--- config.mk ---
export PLATFORM = sky130hd
export DESIGN_NAME = latch_bus_sched
export DESIGN_NICKNAME = d
export VERILOG_FILES = /design/src/rtl/latch_bus_pkg.sv /design/src/rtl/rr_arbiter.sv /design/src/rtl/latch_bus_sched.sv
export SDC_FILE = /design/constraint.sdc
export NUM_CORES = 1
export LEC_CHECK = 0
export ABC_AREA = 1
export ABC_CLOCK_PERIOD_IN_PS = 2500
export CORE_AREA = 2 2 93 95
export DETAILED_ROUTE_END_ITERATION = 10
export DIE_AREA = 0 0 95 97
export REMOVE_ABC_BUFFERS = 1
export SYNTH_ARGS = -nofsm -noshare
export SYNTH_HDL_FRONTEND = slang
export SYNTH_HIERARCHICAL = 1
export SYNTH_SLANG_ARGS = --single-unit
--- constraint.sdc ---
create_clock -name clk -period 2.5 [get_ports clk]
set_input_delay 0.5 -clock clk [delete_from_list [all_inputs] [get_ports clk]]
set_output_delay 0.5 -clock clk [all_outputs]
set_load 0.01 [all_outputs]
--- src/rtl/latch_bus_pkg.sv ---
// Shared types and constants for the octal-latch bus scheduler.
package latch_bus_pkg;

    typedef enum logic [2:0] {
        ST_IDLE,
        ST_SETUP,
        ST_STROBE,
        ST_HOLD,
        ST_OE,
        ST_SAMPLE,
        ST_TURN
    } state_e;

    localparam int PHASE_W = 4;

    // Phase counter counts down to zero, so a state lasting N cycles loads N-1.
    function automatic logic [PHASE_W-1:0] phase_load(input int cycles);
        return PHASE_W'(cycles - 1);
    endfunction

endpackage

--- src/rtl/rr_arbiter.sv ---
// Round-robin arbiter: searches from the index after the last accepted grant.
module rr_arbiter #(
    parameter int NREQ  = 4,
    parameter int IDX_W = (NREQ > 1) ? $clog2(NREQ) : 1
) (
    input  logic             clk,
    input  logic             reset,
    input  logic [NREQ-1:0]  req_i,
    input  logic             accept_i,
    output logic [NREQ-1:0]  gnt_o,
    output logic [IDX_W-1:0] gnt_idx_o,
    output logic             gnt_any_o
);

    logic [IDX_W-1:0] ptr_q;
    logic [IDX_W-1:0] ptr_d;

    always_comb begin
        int               idx;
        logic [IDX_W-1:0] cand;
        logic             found;
        gnt_o     = '0;
        gnt_idx_o = '0;
        found     = 1'b0;
        idx       = 0;
        cand      = '0;
        for (int i = 0; i < NREQ; i++) begin
            idx = int'(ptr_q) + i;
            if (idx >= NREQ) idx = idx - NREQ;
            cand = IDX_W'(idx);
            if (!found && req_i[cand]) begin
                found      = 1'b1;
                gnt_o[cand] = 1'b1;
                gnt_idx_o  = cand;
            end
        end
        gnt_any_o = found;
    end

    assign ptr_d = (gnt_idx_o == IDX_W'(NREQ - 1)) ? '0 : gnt_idx_o + 1'b1;

    always_ff @(posedge clk or posedge reset) begin
        if (reset) begin
            ptr_q <= '0;
        end else if (accept_i && gnt_any_o) begin
            ptr_q <= ptr_d;
        end
    end

endmodule

--- src/rtl/latch_bus_sched.sv ---
// Schedules write strobes and output-enable reads to octal latches sharing
// one 8-bit bus, with a turnaround cycle after every read.
module latch_bus_sched
    import latch_bus_pkg::*;
#(
    parameter int NREQ     = 4,
    parameter int NLATCH   = 4,
    parameter int T_SETUP  = 1,
    parameter int T_STROBE = 2,
    parameter int T_HOLD   = 1,
    parameter int T_OE     = 2
) (
    input  logic                          clk,
    input  logic                          reset,
    input  logic [NREQ-1:0]               req_valid,
    input  logic [NREQ-1:0]               req_wr,
    input  logic [NREQ*$clog2(NLATCH)-1:0] req_sel,
    input  logic [NREQ*8-1:0]             req_data,
    output logic [NREQ-1:0]               req_ready,
    output logic [NLATCH-1:0]             lat_c,
    output logic [NLATCH-1:0]             lat_ocn,
    output logic [7:0]                    bus_dout,
    output logic                          bus_drive,
    input  logic [7:0]                    bus_din,
    output logic                          rsp_valid,
    output logic [$clog2(NREQ)-1:0]       rsp_id,
    output logic [7:0]                    rsp_data
);

    localparam int SEL_W = $clog2(NLATCH);
    localparam int ID_W  = $clog2(NREQ);

    state_e             state_q, state_d;
    logic [PHASE_W-1:0] phase_q, phase_d;
    logic [SEL_W-1:0]   sel_q, sel_d;
    logic [7:0]         data_q, data_d;
    logic [ID_W-1:0]    id_q, id_d;
    logic [7:0]         rsp_data_q, rsp_data_d;
    logic [ID_W-1:0]    rsp_id_q, rsp_id_d;

    logic [NREQ-1:0]    gnt;
    logic [ID_W-1:0]    gnt_idx;
    logic               gnt_any;
    logic               accept;
    logic [NLATCH-1:0]  sel_oh;

    // Held off during reset so no acceptance pulse escapes while reset is high.
    assign accept = (state_q == ST_IDLE) && gnt_any && !reset;

    rr_arbiter #(
        .NREQ  (NREQ),
        .IDX_W (ID_W)
    ) u_arb (
        .clk       (clk),
        .reset     (reset),
        .req_i     (req_valid),
        .accept_i  (accept),
        .gnt_o     (gnt),
        .gnt_idx_o (gnt_idx),
        .gnt_any_o (gnt_any)
    );

    // Out-of-range selects decode to no latch at all.
    always_comb begin
        sel_oh = '0;
        for (int i = 0; i < NLATCH; i++) begin
            sel_oh[i] = (sel_q == SEL_W'(i));
        end
    end

    always_ff @(posedge clk or posedge reset) begin
        if (reset) begin
            state_q    <= ST_IDLE;
            phase_q    <= '0;
            sel_q      <= '0;
            data_q     <= '0;
            id_q       <= '0;
            rsp_data_q <= '0;
            rsp_id_q   <= '0;
        end else begin
            state_q    <= state_d;
            phase_q    <= phase_d;
            sel_q      <= sel_d;
            data_q     <= data_d;
            id_q       <= id_d;
            rsp_data_q <= rsp_data_d;
            rsp_id_q   <= rsp_id_d;
        end
    end

    always_comb begin
        state_d    = state_q;
        phase_d    = (phase_q != '0) ? phase_q - 1'b1 : phase_q;
        sel_d      = sel_q;
        data_d     = data_q;
        id_d       = id_q;
        rsp_data_d = rsp_data_q;
        rsp_id_d   = rsp_id_q;
        unique case (state_q)
            ST_IDLE: begin
                if (accept) begin
                    sel_d  = req_sel[int'(gnt_idx)*SEL_W +: SEL_W];
                    data_d = req_data[int'(gnt_idx)*8 +: 8];
                    id_d   = gnt_idx;
                    if (req_wr[gnt_idx]) begin
                        state_d = ST_SETUP;
                        phase_d = phase_load(T_SETUP);
                    end else begin
                        state_d = ST_OE;
                        phase_d = phase_load(T_OE);
                    end
                end
            end
            ST_SETUP: begin
                if (phase_q == '0) begin
                    state_d = ST_STROBE;
                    phase_d = phase_load(T_STROBE);
                end
            end
            ST_STROBE: begin
                if (phase_q == '0) begin
                    state_d = ST_HOLD;
                    phase_d = phase_load(T_HOLD);
                end
            end
            ST_HOLD: begin
                if (phase_q == '0) state_d = ST_IDLE;
            end
            ST_OE: begin
                // Bus is captured on the edge into SAMPLE and presented there.
                if (phase_q == '0) begin
                    state_d    = ST_SAMPLE;
                    rsp_data_d = (|sel_oh) ? bus_din : 8'hFF;
                    rsp_id_d   = id_q;
                end
            end
            ST_SAMPLE: state_d = ST_TURN;
            ST_TURN:   state_d = ST_IDLE;
            default:   state_d = ST_IDLE;
        endcase
    end

    always_comb begin
        req_ready = accept ? gnt : '0;
        lat_c     = '0;
        lat_ocn   = '1;
        bus_drive = 1'b0;
        bus_dout  = '0;
        rsp_valid = 1'b0;
        case (state_q)
            ST_SETUP, ST_HOLD: begin
                bus_drive = 1'b1;
                bus_dout  = data_q;
            end
            ST_STROBE: begin
                bus_drive = 1'b1;
                bus_dout  = data_q;
                lat_c     = sel_oh;
            end
            ST_OE: lat_ocn = ~sel_oh;
            ST_SAMPLE: begin
                lat_ocn   = ~sel_oh;
                rsp_valid = 1'b1;
            end
            default: ;
        endcase
    end

    assign rsp_data = rsp_data_q;
    assign rsp_id   = rsp_id_q;

endmodule

==> impl_metrics.prom <==
# TYPE chip_impl_metric gauge
chip_impl_metric{name="path_buf_inv",unit=""} 5
chip_impl_metric{name="drt_pre_antenna_iters",unit=""} 4
chip_impl_metric{name="postCtsHoldBufs",unit=""} 0
chip_impl_metric{name="cp_max_fo",unit=""} 4
chip_impl_metric{name="start_util",unit="%"} 29.70
chip_impl_info{name="top_layer_used",value="met4"} 1
chip_impl_info{name="status",value="finished, final reports clean"} 1
chip_impl_metric{name="post_synth_xor_area_fraction",unit="%"} 0.7250
chip_impl_metric{name="synth-simple-area-share",unit="%"} 39.56
chip_impl_metric{name="dp_cells",unit=""} 573
chip_impl_metric{name="synth_sequential_area_ratio",unit="%"} 32.11
chip_impl_metric{name="delay_contributed_by_the_slowest_stage_of_the_critical_path",unit="ps"} 380
chip_impl_metric{name="grt_first_pass_wirelength",unit="µm"} 12570
chip_impl_metric{name="layout.core_utilization",unit="%"} 47.88
chip_impl_metric{name="synth-async-reset-ratio",unit="%"} 100.0
chip_impl_metric{name="drv.max_cap_violation_count",unit=""} 0
chip_impl_metric{name="final_min_period",unit="ps"} 2472
chip_impl_info{name="postSynth.topFlopCell",value="dfrtp_1"} 1
chip_impl_metric{name="total_global_routing_track_utilization",unit="%"} 16.98
chip_impl_metric{name="synth_compound_gate_area_share",unit="%"} 11.81
chip_impl_metric{name="timing.clock.skew",unit="ps"} 8.674
chip_impl_metric{name="seqPwrFrac",unit="%"} 15.2
chip_impl_metric{name="avgRoutedWirePerCell",unit="µm"} 12.52
chip_impl_metric{name="max-clock-path-buffers",unit=""} 2
chip_impl_metric{name="synth_fa_ha_area_share",unit="%"} 4.661
chip_impl_metric{name="vdd.ir_drop.worst",unit="V"} 0.0005797
chip_impl_metric{name="total_clock_sinks",unit=""} 31
chip_impl_metric{name="final_wirelength",unit="µm"} 7447
chip_impl_metric{name="coreArea",unit="µm²"} 8134
chip_impl_info{name="synth_top_cells_by_count",value="111 x nand2_1, 46 x inv_1, 32 x nand3_1, 31 x dfrtp_1, 31 x nor2_1"} 1
chip_impl_metric{name="cellInternalPower",unit="W"} 0.003185
chip_impl_metric{name="leakagePower",unit="nW"} 1.924
chip_impl_metric{name="grt_overflow",unit=""} 0
chip_impl_metric{name="antenna_found_initial",unit=""} 0
chip_impl_metric{name="synthesis.area_per_instance",unit="µm²"} 6.730
chip_impl_info{name="hold_path_class",value="in2async"} 1
chip_impl_metric{name="hold_violations",unit=""} 0
chip_impl_metric{name="setup_slack_placement",unit="ps"} -495.7
chip_impl_metric{name="largest_net_degree_at_the_start_of_global_routing",unit=""} 31
chip_impl_info{name="crit_type",value="reg2out"} 1
chip_impl_metric{name="met3WireLength",unit="µm"} 278
chip_impl_metric{name="p_per_area",unit="nW/µm²"} 1558
chip_impl_info{name="grt_setup_unrepaired",value="yes"} 1
chip_impl_info{name="main_combinational_cell_family_by_area_after_synthesis",value="simple AND/OR/NAND/NOR gates"} 1
chip_impl_metric{name="mux_share_of_post_synthesis_cell_area",unit="%"} 0
chip_impl_info{name="cell_family_contributing_the_most_delay_on_the_critical_path",value="simple AND/OR/NAND/NOR gates"} 1
chip_impl_metric{name="clk_pin_slew",unit="ps"} 60
chip_impl_metric{name="routed-wl-met2",unit="µm"} 3854
chip_impl_metric{name="drv_slew",unit=""} 0
chip_impl_info{name="clock_tree_from_tritoncts",value="done"} 1
chip_impl_metric{name="via_total_after_detailed_routing",unit=""} 2765
chip_impl_metric{name="setup_tns",unit="ps"} 0
chip_impl_metric{name="gpl.final_weighted_congestion",unit=""} 0.9119
chip_impl_metric{name="antenna_cell_count",unit=""} 0
chip_impl_metric{name="count_of_synthesis_stage_warnings_from_yosys",unit=""} 6
chip_impl_metric{name="cp_data_required_time",unit="ps"} 2000
chip_impl_metric{name="worst_ep_arrival_time",unit="ps"} 1970
chip_impl_metric{name="placement_rows",unit=""} 33
chip_impl_metric{name="clk_latency",unit="ps"} 290
chip_impl_info{name="critical_path.startpoint_type",value="flop"} 1
chip_impl_info{name="most_area_hungry_cell_type_in_the_yosys_netlist",value="dfrtp_1"} 1
chip_impl_metric{name="period_share",unit="%"} 98.89
chip_impl_metric{name="fin_area",unit="µm²"} 3895
chip_impl_info{name="yosys.cell_count.top_type",value="nand2_1"} 1
chip_impl_info{name="end_kind",value="output pin"} 1
chip_impl_metric{name="final_cells",unit=""} 595
chip_impl_metric{name="met1_length",unit="µm"} 3207
chip_impl_metric{name="max_freq",unit="MHz"} 404.5
chip_impl_metric{name="finalNetCount",unit=""} 556
chip_impl_metric{name="first_global_vias",unit=""} 2775
chip_impl_metric{name="relSlewSlack",unit="%"} 70.88
chip_impl_info{name="critPathMostFrequentCell",value="inv_2"} 1
chip_impl_metric{name="io_pins",unit=""} 90
chip_impl_metric{name="floorplan.die_area",unit="µm²"} 9215
chip_impl_info{name="cp_max_delay_cell",value="dfrtp_1"} 1
chip_impl_info{name="worstPathCellList",value="inv_2 -> ha_4 -> inv_2 -> nand3_2 -> nand2_4 -> inv_4 -> nor3_4 -> nand2_1 -> o211ai_1 -> inv_1 -> nor2_1 -> buf_2"} 1
chip_impl_metric{name="yosysTopAreaCellShare",unit="%"} 32.11
chip_impl_metric{name="net-switching-power",unit="W"} 0.002884
chip_impl_metric{name="place_hpwl",unit="µm"} 5686
chip_impl_metric{name="cts-buffers-inserted",unit=""} 5
chip_impl_metric{name="numPortBuffers",unit=""} 89
chip_impl_info{name="post_synth_main_area_contributors",value="dfrtp_1 32%, nand2_1 17%, inv_1 7.1%"} 1
chip_impl_metric{name="drive_above_1_share",unit="%"} 21.02
chip_impl_metric{name="combPwrFrac",unit="%"} 76.2
chip_impl_metric{name="syn-cell-area",unit="µm²"} 2416
chip_impl_metric{name="worst_slew_pin_slew",unit="ps"} 436.7
chip_impl_metric{name="final_setup_violations",unit=""} 0
chip_impl_metric{name="die-width",unit="µm"} 95
chip_impl_metric{name="route.antenna.remaining_nets",unit=""} 0
chip_impl_metric{name="die_height",unit="µm"} 97
chip_impl_metric{name="power.share.switching",unit="%"} 47.52
chip_impl_metric{name="htree_num_levels",unit=""} 2
chip_impl_metric{name="place_area",unit="µm²"} 3616
chip_impl_metric{name="vias_per_cell",unit=""} 4.647
chip_impl_metric{name="ys_types",unit=""} 33
chip_impl_metric{name="number_of_enable_type_register_cells_in_the_synthesized_netlist",unit=""} 0
chip_impl_info{name="clock_tree.root_cell",value="clkbuf_8"} 1
chip_impl_metric{name="syn-instance-count",unit=""} 359
chip_impl_metric{name="drt_drc_violations_left",unit=""} 0
chip_impl_metric{name="final.setup.worst_slack",unit="ps"} 27.64
chip_impl_metric{name="layout-area-overhead-vs-synth",unit="%"} 61.21
chip_impl_metric{name="synth.ff_latch_count",unit=""} 31
chip_impl_metric{name="clockPowerShare",unit="%"} 8.6
chip_impl_metric{name="drtIter0Drc",unit=""} 108
[flip-flops by register name, indices dropped and copies added (netlist names), named ones only]
name and count:
phase_q 4, rsp_id 2, rsp_data 8, u_arb/ptr_q 1, data_q 8, id_q 2, state_q 3, sel_q 2
[final timing paths]
check / slack [ps] / depth (start not counted) / from / end
max: 30 / 12 / flop / req_ready[3]
min: 390 / 2 / reset / u_arb/ptr_q[1]
max reg2reg: 140 / 19 / flop / state_q[2]
min reg2reg: 470 / 2 / rsp_data[6] / rsp_data[6]
max in group asynchronous: 1520 / 3 / reset / id_q[0]
min in group clk: 470 / 2 / rsp_data[6] / rsp_data[6]
[worst reg2reg max path: cells and delay by family (launching register included)]
family / cells / cell delay (ps)
DFF: 1 / 380
buffers and inverters: 8 / 1080
and+or+nand+nor: 11 / 820
[through the flow]
step                      hold slack [ps]  total power [W]
final                               391.2         0.006068
after detailed placement            457.6         0.005125
after CTS                           390.7         0.005943
after global routing                417.6         0.006679
after global placement              452.5         0.005054
after floorplan                     241.2         0.003326
[per-layer routing]
metal	vias to the layer above	track usage, %
li1	1405	-
met1	1285	21.07
met2	64	30.39
met3	11	2.414
met4	0	4.236
met5	-	0
[power by group through the flow]
stage | Sequential (W) | Clock [W] | Combinational (W)
floorplan | 0.000962 | 0 | 0.00236
global placement | 0.000921 | 0 | 0.00413
detailed placement | 0.000928 | 0 | 0.00420
CTS | 0.000926 | 0.000533 | 0.00448
global route | 0.000964 | 0.000550 | 0.00517
finish | 0.000924 | 0.000522 | 0.00462
[area by class of cell]
type	count	area [µm²]
Clock inverter	2	35.03
Clock buffer	6	82.58
Multi-Input combinational cell	264	1438
Inverter	53	209.0
Tap cell	105	131.4
Sequential cell	31	775.7
Timing Repair Buffer	134	1224
Fill cell	784	4239
[cell families (layout without fill, tap and decap cells)]
family,Yosys count,count (layout)
AOI/OAI and AO/OA,50,50
xor gates and xnor gates,2,2
adders and majority gates,9,9
buffers and inverters,64,195
DFF,31,31
and+or+nand+nor,203,203
[placed cells by master, fill, tap and decap left out, drive strengths merged, types with 2 or more instances in the layout]
| cell type | netlist | layout |
|---|---|---|
| a21oi | 9 | 9 |
| buf | 7 | 49 |
| clkbuf | 4 | 6 |
| clkdlybuf4s50 | 0 | 81 |
| clkinv | 1 | 2 |
| dfrtp | 31 | 31 |
| dlygate4sd2 | 0 | 4 |
| ha | 9 | 9 |
| inv | 52 | 52 |
| nand2 | 118 | 118 |
| nand3 | 41 | 41 |
| nand4 | 3 | 3 |
| nor2 | 34 | 34 |
| nor3 | 6 | 6 |
| o21ai | 24 | 24 |
| o22ai | 13 | 13 |
| xor2 | 2 | 2 |
[timing repair]
action,in CTS,in global routing
setup endpoints to repair,12,16
resized for setup,33,14
buffers inserted,14,1
pin swaps,9,2
Power figures use the tool's default switching activity.
